==> config.mk <==
export PLATFORM = sky130hd
export DESIGN_NAME = mem_stage_lsu
export DESIGN_NICKNAME = d
export VERILOG_FILES = /design/src/rtl/mem_stage_lsu.sv
export SDC_FILE = /design/constraint.sdc
export NUM_CORES = 1
export LEC_CHECK = 0
export CORE_MARGIN = 4
export CORE_UTILIZATION = 44
export DETAILED_ROUTE_END_ITERATION = 6
export HOLD_SLACK_MARGIN = 0.06
export PLACE_DENSITY = 0.81
export SETUP_SLACK_MARGIN = 0.5
export SYNTH_ARGS = -nofsm -noshare
export SYNTH_HDL_FRONTEND = slang
export SYNTH_SLANG_ARGS = --single-unit
==> constraint.sdc <==
create_clock -name clk -period 4.8 [get_ports clk]
set_input_delay 0.48 -clock clk [delete_from_list [all_inputs] [get_ports clk]]
set_output_delay 0.48 -clock clk [all_outputs]
set_load 0.01 [all_outputs]
==> src/rtl/mem_stage_lsu.sv <==
// MEM-stage load/store unit: issues req/ack data-memory accesses, stalls the upstream
// pipeline while one is outstanding, and fills the MEM/WB register with extended load data.
module mem_stage_lsu #(
    parameter int REG_NUM_BITWIDTH = 5,
    parameter int WORD_BITWIDTH    = 32
) (
    input  logic                        clk,
    input  logic                        rst,
    input  logic                        mem_memRead,
    input  logic                        mem_memWrite,
    input  logic                        mem_memToReg,
    input  logic                        mem_regWrite,
    input  logic [REG_NUM_BITWIDTH-1:0] mem_regToWrite,
    input  logic [WORD_BITWIDTH-1:0]    mem_ALUresult,
    input  logic [WORD_BITWIDTH-1:0]    mem_finalReadData2,
    input  logic [2:0]                  mem_funct3,
    output logic                        dmem_req,
    output logic                        dmem_we,
    output logic [WORD_BITWIDTH-1:0]    dmem_addr,
    output logic [WORD_BITWIDTH-1:0]    dmem_wdata,
    output logic [3:0]                  dmem_be,
    input  logic                        dmem_ack,
    input  logic [WORD_BITWIDTH-1:0]    dmem_rdata,
    output logic                        stall,
    output logic                        wb_regWrite,
    output logic                        wb_memToReg,
    output logic [REG_NUM_BITWIDTH-1:0] wb_regToWrite,
    output logic [WORD_BITWIDTH-1:0]    wb_ALUresult,
    output logic [WORD_BITWIDTH-1:0]    wb_readData,
    output logic                        misaligned
);
    localparam int NumBytes = WORD_BITWIDTH / 8;

    typedef enum logic {IDLE, WAIT} state_t;

    state_t                      state_q, state_d;
    logic                        req_q, req_d;
    logic                        we_q, we_d;
    logic [WORD_BITWIDTH-1:0]    addr_q, addr_d;
    logic [WORD_BITWIDTH-1:0]    wdata_q, wdata_d;
    logic [3:0]                  be_q, be_d;
    logic                        wbRegWrite_q, wbRegWrite_d;
    logic                        wbMemToReg_q, wbMemToReg_d;
    logic [REG_NUM_BITWIDTH-1:0] wbRegToWrite_q, wbRegToWrite_d;
    logic [WORD_BITWIDTH-1:0]    wbALUresult_q, wbALUresult_d;
    logic [WORD_BITWIDTH-1:0]    wbReadData_q, wbReadData_d;
    logic                        misaligned_q, misaligned_d;

    logic                        access, isByte, isHalf, isWord, misalign;
    logic [1:0]                  addrOff;
    logic [3:0]                  beNew;
    logic [WORD_BITWIDTH-1:0]    wdataNew, loadData;
    logic [7:0]                  byteLane;
    logic [15:0]                 halfLane;

    // Decode access size; codes that are neither byte nor half behave as a word.
    always_comb begin
        access   = mem_memRead | mem_memWrite;
        addrOff  = mem_ALUresult[1:0];
        isByte   = (mem_funct3 == 3'b000) || (mem_funct3 == 3'b100);
        isHalf   = (mem_funct3 == 3'b001) || (mem_funct3 == 3'b101);
        isWord   = ~(isByte | isHalf);
        misalign = access & ((isHalf & addrOff[0]) | (isWord & (addrOff != 2'b00)));
    end

    // Store lanes and load extraction; the EX/MEM inputs stay stable until the ack.
    always_comb begin
        beNew    = 4'b1111;
        wdataNew = mem_finalReadData2;
        if (mem_memWrite && isByte) begin
            beNew    = 4'b0001 << addrOff;
            wdataNew = {NumBytes{mem_finalReadData2[7:0]}};
        end else if (mem_memWrite && isHalf) begin
            beNew    = addrOff[1] ? 4'b1100 : 4'b0011;
            wdataNew = {(NumBytes/2){mem_finalReadData2[15:0]}};
        end
        byteLane = 8'(dmem_rdata >> {addrOff, 3'b000});
        halfLane = 16'(dmem_rdata >> {addrOff[1], 4'b0000});
        if (isByte) begin
            loadData = {{(WORD_BITWIDTH-8){~mem_funct3[2] & byteLane[7]}}, byteLane};
        end else if (isHalf) begin
            loadData = {{(WORD_BITWIDTH-16){~mem_funct3[2] & halfLane[15]}}, halfLane};
        end else begin
            loadData = dmem_rdata;
        end
    end

    // Next-state logic; the MEM/WB register defaults to a bubble whenever we stall.
    always_comb begin
        state_d        = state_q;
        req_d          = req_q;
        we_d           = we_q;
        addr_d         = addr_q;
        wdata_d        = wdata_q;
        be_d           = be_q;
        wbRegWrite_d   = 1'b0;
        wbMemToReg_d   = 1'b0;
        wbRegToWrite_d = wbRegToWrite_q;
        wbALUresult_d  = wbALUresult_q;
        wbReadData_d   = wbReadData_q;
        misaligned_d   = 1'b0;
        stall          = 1'b0;
        case (state_q)
            IDLE: begin
                if (access && !misalign) begin
                    stall   = 1'b1;
                    req_d   = 1'b1;
                    we_d    = mem_memWrite;
                    addr_d  = {mem_ALUresult[WORD_BITWIDTH-1:2], 2'b00};
                    wdata_d = wdataNew;
                    be_d    = beNew;
                    state_d = WAIT;
                end else begin
                    wbRegWrite_d   = mem_regWrite & ~access;
                    wbMemToReg_d   = mem_memToReg & ~access;
                    wbRegToWrite_d = mem_regToWrite;
                    wbALUresult_d  = mem_ALUresult;
                    wbReadData_d   = '0;
                    misaligned_d   = access;
                end
            end
            WAIT: begin
                stall = ~dmem_ack;
                if (dmem_ack) begin
                    req_d          = 1'b0;
                    state_d        = IDLE;
                    wbRegWrite_d   = mem_regWrite;
                    wbMemToReg_d   = mem_memToReg;
                    wbRegToWrite_d = mem_regToWrite;
                    wbALUresult_d  = mem_ALUresult;
                    wbReadData_d   = we_q ? '0 : loadData;
                end
            end
            default: state_d = IDLE;
        endcase
    end

    // State and pipeline registers; reset aborts any outstanding access.
    always_ff @(posedge clk or posedge rst) begin
        if (rst) begin
            state_q        <= IDLE;
            req_q          <= 1'b0;
            we_q           <= 1'b0;
            addr_q         <= '0;
            wdata_q        <= '0;
            be_q           <= '0;
            wbRegWrite_q   <= 1'b0;
            wbMemToReg_q   <= 1'b0;
            wbRegToWrite_q <= '0;
            wbALUresult_q  <= '0;
            wbReadData_q   <= '0;
            misaligned_q   <= 1'b0;
        end else begin
            state_q        <= state_d;
            req_q          <= req_d;
            we_q           <= we_d;
            addr_q         <= addr_d;
            wdata_q        <= wdata_d;
            be_q           <= be_d;
            wbRegWrite_q   <= wbRegWrite_d;
            wbMemToReg_q   <= wbMemToReg_d;
            wbRegToWrite_q <= wbRegToWrite_d;
            wbALUresult_q  <= wbALUresult_d;
            wbReadData_q   <= wbReadData_d;
            misaligned_q   <= misaligned_d;
        end
    end

    assign dmem_req      = req_q;
    assign dmem_we       = we_q;
    assign dmem_addr     = addr_q;
    assign dmem_wdata    = wdata_q;
    assign dmem_be       = be_q;
    assign wb_regWrite   = wbRegWrite_q;
    assign wb_memToReg   = wbMemToReg_q;
    assign wb_regToWrite = wbRegToWrite_q;
    assign wb_ALUresult  = wbALUresult_q;
    assign wb_readData   = wbReadData_q;
    assign misaligned    = misaligned_q;

endmodule

Yosys cells after proc, flatten, opt, wreduce, memory -nomap -nowiden

Index checks and enable logic that the tools add are counted.

Logic and storage cells: 79
Flip-flop bits (word level): 141

Muxes and demuxes: 32
Reduce and logical (&&, ||, !) cells: 11
Bitwise logic cells: 15
Equal/unequal tests: 6
Shift operators: 3

Operators with widths:

| cell                  | count |
|---|---|
| $mux W32              | 9 |
| $pmux W32 S2          | 2 |
| $shr A32 B5 Y16       | 1 |
| $shr A32 B5 Y8        | 1 |
| $mux W4               | 3 |
| $mux W1               | 10 |
| $mux W5               | 2 |
| $pmux W1 S2           | 5 |
| $pmux W5 S2           | 1 |
| $and A1 B1 Y1         | 7 |
| $eq A3 B3 Y1 const B  | 2 |
| $ne A2 B2 Y1 const B  | 3 |
| $reduce_and A2 Y1     | 3 |
| $not A1 Y1            | 5 |
| $shl A1 B2 Y4 const A | 1 |
| $eq A3 B1 Y1 const B  | 1 |
| $logic_and A1 B1 Y1   | 3 |
| $logic_not A3 Y1      | 1 |
| $or A1 B1 Y1          | 3 |
| $logic_or A1 B1 Y1    | 2 |
| $reduce_bool A2 Y1    | 1 |
| $logic_not A1 Y1      | 1 |

Longest topological paths before layout

Depth after elaboration: 11
Gate-level depth with buffers: 8

Worst setup path before layout

No wires, ideal clock.

Kind: input port to output port
Start point: input port mem_funct3[1]
End point: output port stall
Setup slack: 2807 ps
Stages on the path: 6
Data arrival time: 1513 ps
Path through: or2_1 -> buf_4 -> a221oi_4 -> nor2_4 -> inv_4 -> buf_2

Cells in the longest elaborated chain, start to end: 11
Elaborated cells between the ends (all ways): 16
Those cells by class: eq/ne (3); mux (2); bitwise (6); reduce/logical (5)

RTL lines:

| what                                         | line   | source |
|---|---|---|
| from (decl)                                  | 16     | `input logic [2:0] mem_funct3,` |
| $eq A3 B3 Y1 (tied with other cells)         | 60     | `isByte = (mem_funct3 == 3'b000) \|\| (mem_funct3 == 3'b100);` |
| $logic_or A1 B1 Y1, on equally long branches | 60, 61 |  |
| $or A1 B1 Y1                                 | 62     | `isWord = ~(isByte \| isHalf);` |
| $not A1 Y1                                   | 62     |  |
| $and A1 B1 Y1                                | 63     | `misalign = access & ((isHalf & addrOff[0]) \| (isWord & (addrOff != 2'b00)));` |
| $or A1 B1 Y1 (*)                             | 63     |  |
| $and A1 B1 Y1 (*)                            | 63     |  |
| $logic_not A1 Y1 (*)                         | 105    | `if (access && !misalign) begin` |
| $logic_and A1 B1 Y1 (*)                      | 105    |  |
| $mux W1 (*)                                  | 105    |  |
| $pmux W1 S2 (*)                              | 103    | `case (state_q)` |
| to (decl)                                    | 24     | `output logic stall,` |

Mark *: on every way between the ends. The rest lies on a longest branch, timed or not.

Worst setup path after layout

Same ends and word-level chain as after synthesis.

==> reports/metrics.csv <==
metric;value;unit
status;complete, no violations;
gr ovfl total;0;
path category of the worst min-delay check;flip-flop to flip-flop;
final setup violation count;0;
Async S/R FF share, synth;100.0;%
IO Port Bufs;251;
Die X;129.7;µm
share of the synthesized area in the top cell type;54.19;%
leading post-synthesis cells by cell area;dfrtp_1 (54%), nand2_1 (8.9%), mux2_2 (4.7%);
Primary FF master, synth;dfrtp_1;
CP startpoint kind;input pin;
layout cells sized above 1;10.65;%
crit-path max FO;50;
setup_tns;0;ps
CTS Hold Bufs;0;
NumNets Final;971;
DR vias/cell;5.287;
initial antenna violation count;0;
metal1 wirelength;7.806;mm
crit end category;primary output;
die area;16810;µm²
Design Area, Final;9701;µm²
die height;129.7;µm
max-slew violation count;0;
synthesized flop and latch total;141;
Psw;0.001213;W
Seq/Total Area, Yosys;54.19;%
delay-heaviest family, CP;buffers and inverters;
multi-input logic area;2689;µm²
Crit path largest cell delay;660;ps
min Tclk post-route;3467;ps
Critical Path Most Common Cell;clkdlybuf4s50_1;
pin count of the biggest net entering global routing;96;
Slew @ Worst Pin;1055;ps
First-pass DRT Iterations;5;
Worst path slowest cell;clkdlybuf4s50_1;
hpwl dp;13.62;mm
PostCTS Resize Cnt;0;
switching share of power;29.05;%
Highest Signal Layer;met4;
initial DRC count;259;
Mean Syn Cell Area;10.42;µm²
number of enable flip-flop cells after synthesis;0;
CTS tree;built;
Tot Pwr;0.004174;W
Leak;4.316;nW
cell area after synthesis;6511;µm²
Buf/Inv on CP;3;
fillcell total;1176;
VDD IR max;281.7;µV
Final Cycle Share;72.22;%
final core occ;66.74;%
worst path arrival time;2990;ps
io pins;254;
Ys Warns;0;
pwr dens;430.2;nW/µm²
maxcap violations;0;
vias in the first global route;5656;
Sink Count;141;
Final Hold Vio Count;0;
WS Path Type;input pin to primary output;
RSZ-0062 raised after global routing;no;
wire per inst;18.28;µm
CTS max path bufs;2;
Root Buffer;clkbuf_16;
DP Area;9094;µm²
Area growth syn-to-layout;48.98;%
WL final;19.32;mm
synth cell count leaders;nand2_1 (154), dfrtp_1 (141), mux2_2 (27), nor2_1 (27), nand2b_1 (26);
Seq pwr share;37.7;%
CTS H-tree depth;4;
Clock transition at path regs;60;ps
Netlist cell types;46;
first-pass GRT wire length;30.41;mm
total core area;14530;µm²
largest area contributor in the netlist;dfrtp_1;
Clock Power Share;32.6;%
WL met3;1.895;mm
Starting Density;44.80;%
Total GRT Usage;23.30;%
most frequent cell after synthesis;nand2_1;
clk_lat worst skew;420;ps
Crit path required time;4320;ps
# DRC;0;
Post-CTS Setup Bufs;0;
met2 routed WL;9.319;mm
Rel. slew slack;29.39;%
placement row count;44;
ant diodes;0;
Antenna Nets Post-Route;0;
Int Pwr;0.002961;W
crit-path cells;clkdlybuf4s50_1, or2_1, a221oi_4, nor2_4, inv_4, clkdlybuf4s50_1;
Setup Skew;5.644;ps
Reg area;3528;µm²
maximum clock frequency;288.5;MHz
routed vias;5588;
routability cong.;0.7827;
share of total power in combinational logic;29.7;%
Post-Syn Instances;625;
CTS Buf Count;17;
[layer usage]
| metal | GRT usage (%) | vias to the layer above |
|---|---|---|
| li1 | - | 2610 |
| met1 | 29.47 | 2730 |
| met2 | 37.43 | 221 |
| met3 | 8.656 | 27 |
| met4 | 7.274 | 0 |
| met5 | 0 | - |
[worst reg2reg max path: cells and delay by family (launching register included)]
| family | cells | cell delay (ps) |
|---|---|---|
| flip-flops | 1 | 560 |
| buffers and inverters | 1 | 380 |
| AO/OA/AOI/OAI | 2 | 360 |
| AND/OR/NAND/NOR | 1 | 510 |
| multiplexers | 1 | 460 |
[cell families after synthesis]
family,after synthesis,synth area share (%)
AND/OR/NAND/NOR,250,17.24
AO/OA/AOI/OAI,117,12.80
multiplexers,54,10.95
other,1,0.05759
flip-flops,141,54.19
buffers and inverters,62,4.765
[area by class of cell]
cell class	instances	area share (%)
timing repair buffer	260	26.54
tap	184	2.373
clock inverter	13	1.690
sequential	141	36.37
clock buffer	19	4.566
multi-input combinational	423	27.72
inverter	17	0.7352
[path summary, 6_finish.rpt]
check                                          startpoint                           end  slack (ps)  cells after the start
worst max-delay path                        mem_funct3[1]                         stall        1330                      6
worst min-delay path            dmem_addr[24]$_DFFE_PP0P_     dmem_addr[24]$_DFFE_PP0P_         470                      2
worst max register to register          state_q$_DFF_PP0_  wb_ALUresult[12]$_DFFE_PP0P_        2420                      5
max in group asynchronous                             rst    dmem_wdata[24]$_DFFE_PP0P_        3280                      3
min in group asynchronous                             rst     dmem_addr[11]$_DFFE_PP0P_         650                      2
worst min register to register  dmem_addr[24]$_DFFE_PP0P_     dmem_addr[24]$_DFFE_PP0P_         470                      2
[placed cells by master (no fill, tap or decap), types with 15 or more instances in the layout]
| master | n |
|---|---|
| nand2b_1 | 26 |
| nor2_1 | 27 |
| o21ai_0 | 22 |
| mux2_2 | 27 |
| clkdlybuf4s50_1 | 250 |
| a21oi_1 | 20 |
| dfrtp_1 | 141 |
| inv_1 | 15 |
| a22o_1 | 18 |
| nand2_1 | 154 |
| clkbuf_16 | 17 |
[per-stage QoR]
| step | setup WS, ps | hold slack (ps) | cells |
|---|---|---|---|
| 6_report | 1333 | 470.5 | 1057 |
| 3_3_place_gp | 1344 | 456.7 | 1025 |
| 2_1_floorplan | 538.8 | 507.8 | 626 |
| 4_1_cts | 1290 | 475.5 | 1057 |
| 3_5_place_dp | 1288 | 460.8 | 1025 |
| 5_1_grt | 1179 | 495.9 | 1057 |
[power by group through the flow]
stage          Combinational (W)  Sequential [W]  Clock [W]
6_report                 0.00124         0.00157    0.00136
2_1_floorplan           0.000426         0.00169          0
3_5_place_dp             0.00125         0.00159          0
4_1_cts                  0.00126         0.00158    0.00138
5_1_grt                  0.00134         0.00161    0.00144
3_3_place_gp             0.00123         0.00158          0
[flip-flops by register name (all words and copies together), names as in the netlist, 4 cells and up]
register and cells:
dmem_addr 30, wb_readData 32, dmem_be 4, dmem_wdata 32, wb_ALUresult 32, wb_regToWrite 5
Power figures use the tool's default switching activity.
==> patch, RTL diff (same settings) <==
`addr_q` no longer has a reset.
--- a/src/rtl/mem_stage_lsu.sv
+++ b/src/rtl/mem_stage_lsu.sv
@@ -142,5 +142,4 @@
             req_q          <= 1'b0;
             we_q           <= 1'b0;
-            addr_q         <= '0;
             wdata_q        <= '0;
             be_q           <= '0;
@@ -155,5 +154,4 @@
             req_q          <= req_d;
             we_q           <= we_d;
-            addr_q         <= addr_d;
             wdata_q        <= wdata_d;
             be_q           <= be_d;
@@ -165,4 +163,8 @@
             misaligned_q   <= misaligned_d;
         end
+    end
+
+    always_ff @(posedge clk) begin
+        addr_q <= addr_d;
     end
 
Function: changed (Yosys sat finds a counterexample within 4 cycles, from zero or initial values and one cycle with rst high).
==> patch against the unedited design <==
  * Setup slack improved by 300 ps
  * Critical path depth rose by 2
  * Area after synthesis fell by 1.7%
  * Routed wire length rose by 1.4%
  * Sequential cell count did not move
  * Synthesized cell count fell by 16%
  * Sequential share of layout area rose by 2.0 points
  * Design area fell by 1.3%
  * Total power fell by 2.0%
  * Global-route usage rose by 0.14 points
==> patch: results (changes against the unedited design) <==
floorplanning:
  die_w_um: 129  # -0.79%
detailed_routing:
  wirelength_mm: 19.6  # +1.4%
  viasPerCell: 5.51  # +4.2%
  wirelength_met1_mm: 7.67  # -1.7%
grt:
  grt_pass1_wl_mm: 29.9  # -1.5%
  use_met3: 0.0540  # -0.0326
  grt_max_degree: 85  # -11%
  met1_usage: 0.294  # -0.00106
  grtUsageTotal: 0.234  # +0.00144
  grt_use_met2: 0.376  # +0.00175
status:
  status: "completed"
finish:
  seq_cell_count: 141  # unchanged
  multi_input_area_share: 0.252  # -0.0251
  nets: 874  # -10%
  area_share_nonclk_buffers: 0.269  # +0.00321
place:
  dp_worst_setup_slack_ps: 1670  # +378 ps
  gp_congestion: 0.855  # +9.3%
  dp_cells: 924  # -9.9%
timing:
  worst_hold_slack_ps: 476  # +5.15 ps
  worstMarginPinSlew_ps: 1060  # +8.35 ps
  fin_worst_skew_ps: 6.33  # +0.681 ps
  fmax_mhz: 315  # +9.3%
power_and_ir_drop:
  powerComb_uw: 1140  # -8%
  powerDensity_nw_per_um2: 427  # -0.69%
  p_switching_uw: 1120  # -7.8%
synth:
  synthTopCellsByCount: "111 x dfrtp_1, 58 x nand2_1, 31 x mux2_4"
  ys_seq_area_frac: 0.575  # +0.0327
setup_path:
  r2r-end: "wb_ALUresult[31]$_DFFE_PP0P_"
-- patch: cell types whose count changed after synthesis, moves of 4 or more --
cell / before / now
nand2_1: 154 / 58
dfrtp_1: 141 / 111
edfxtp_1: 0 / 30
mux2_4: 10 / 31
mux2_2: 27 / 7
a22o_1: 18 / 8
a22o_2: 0 / 10
nor2_1: 27 / 20
a21oi_1: 20 / 16
buf_2: 15 / 11
buf_4: 7 / 3
-- patch: kinds of logic (layout without fill, tap and decap cells) --
group / Yosys count / count (layout) / share of synthesized area
DFF: 141 / 141 / 0.575
other: 1 / 2 / 0.000586
AOI/OAI and AO/OA: 119 / 119 / 0.134
buffers and inverters: 60 / 311 / 0.0502
muxes: 54 / 54 / 0.124
and+or+nand+nor: 148 / 148 / 0.116
-- patch: worst max-delay path: stages --
cell             delay (ps)
clkdlybuf4s50_1         420
buf_4                   270
nor2_2                  260
o21bai_4                100
inv_2                    80
nor2_4                   40
inv_2                   370
clkdlybuf4s50_1         660
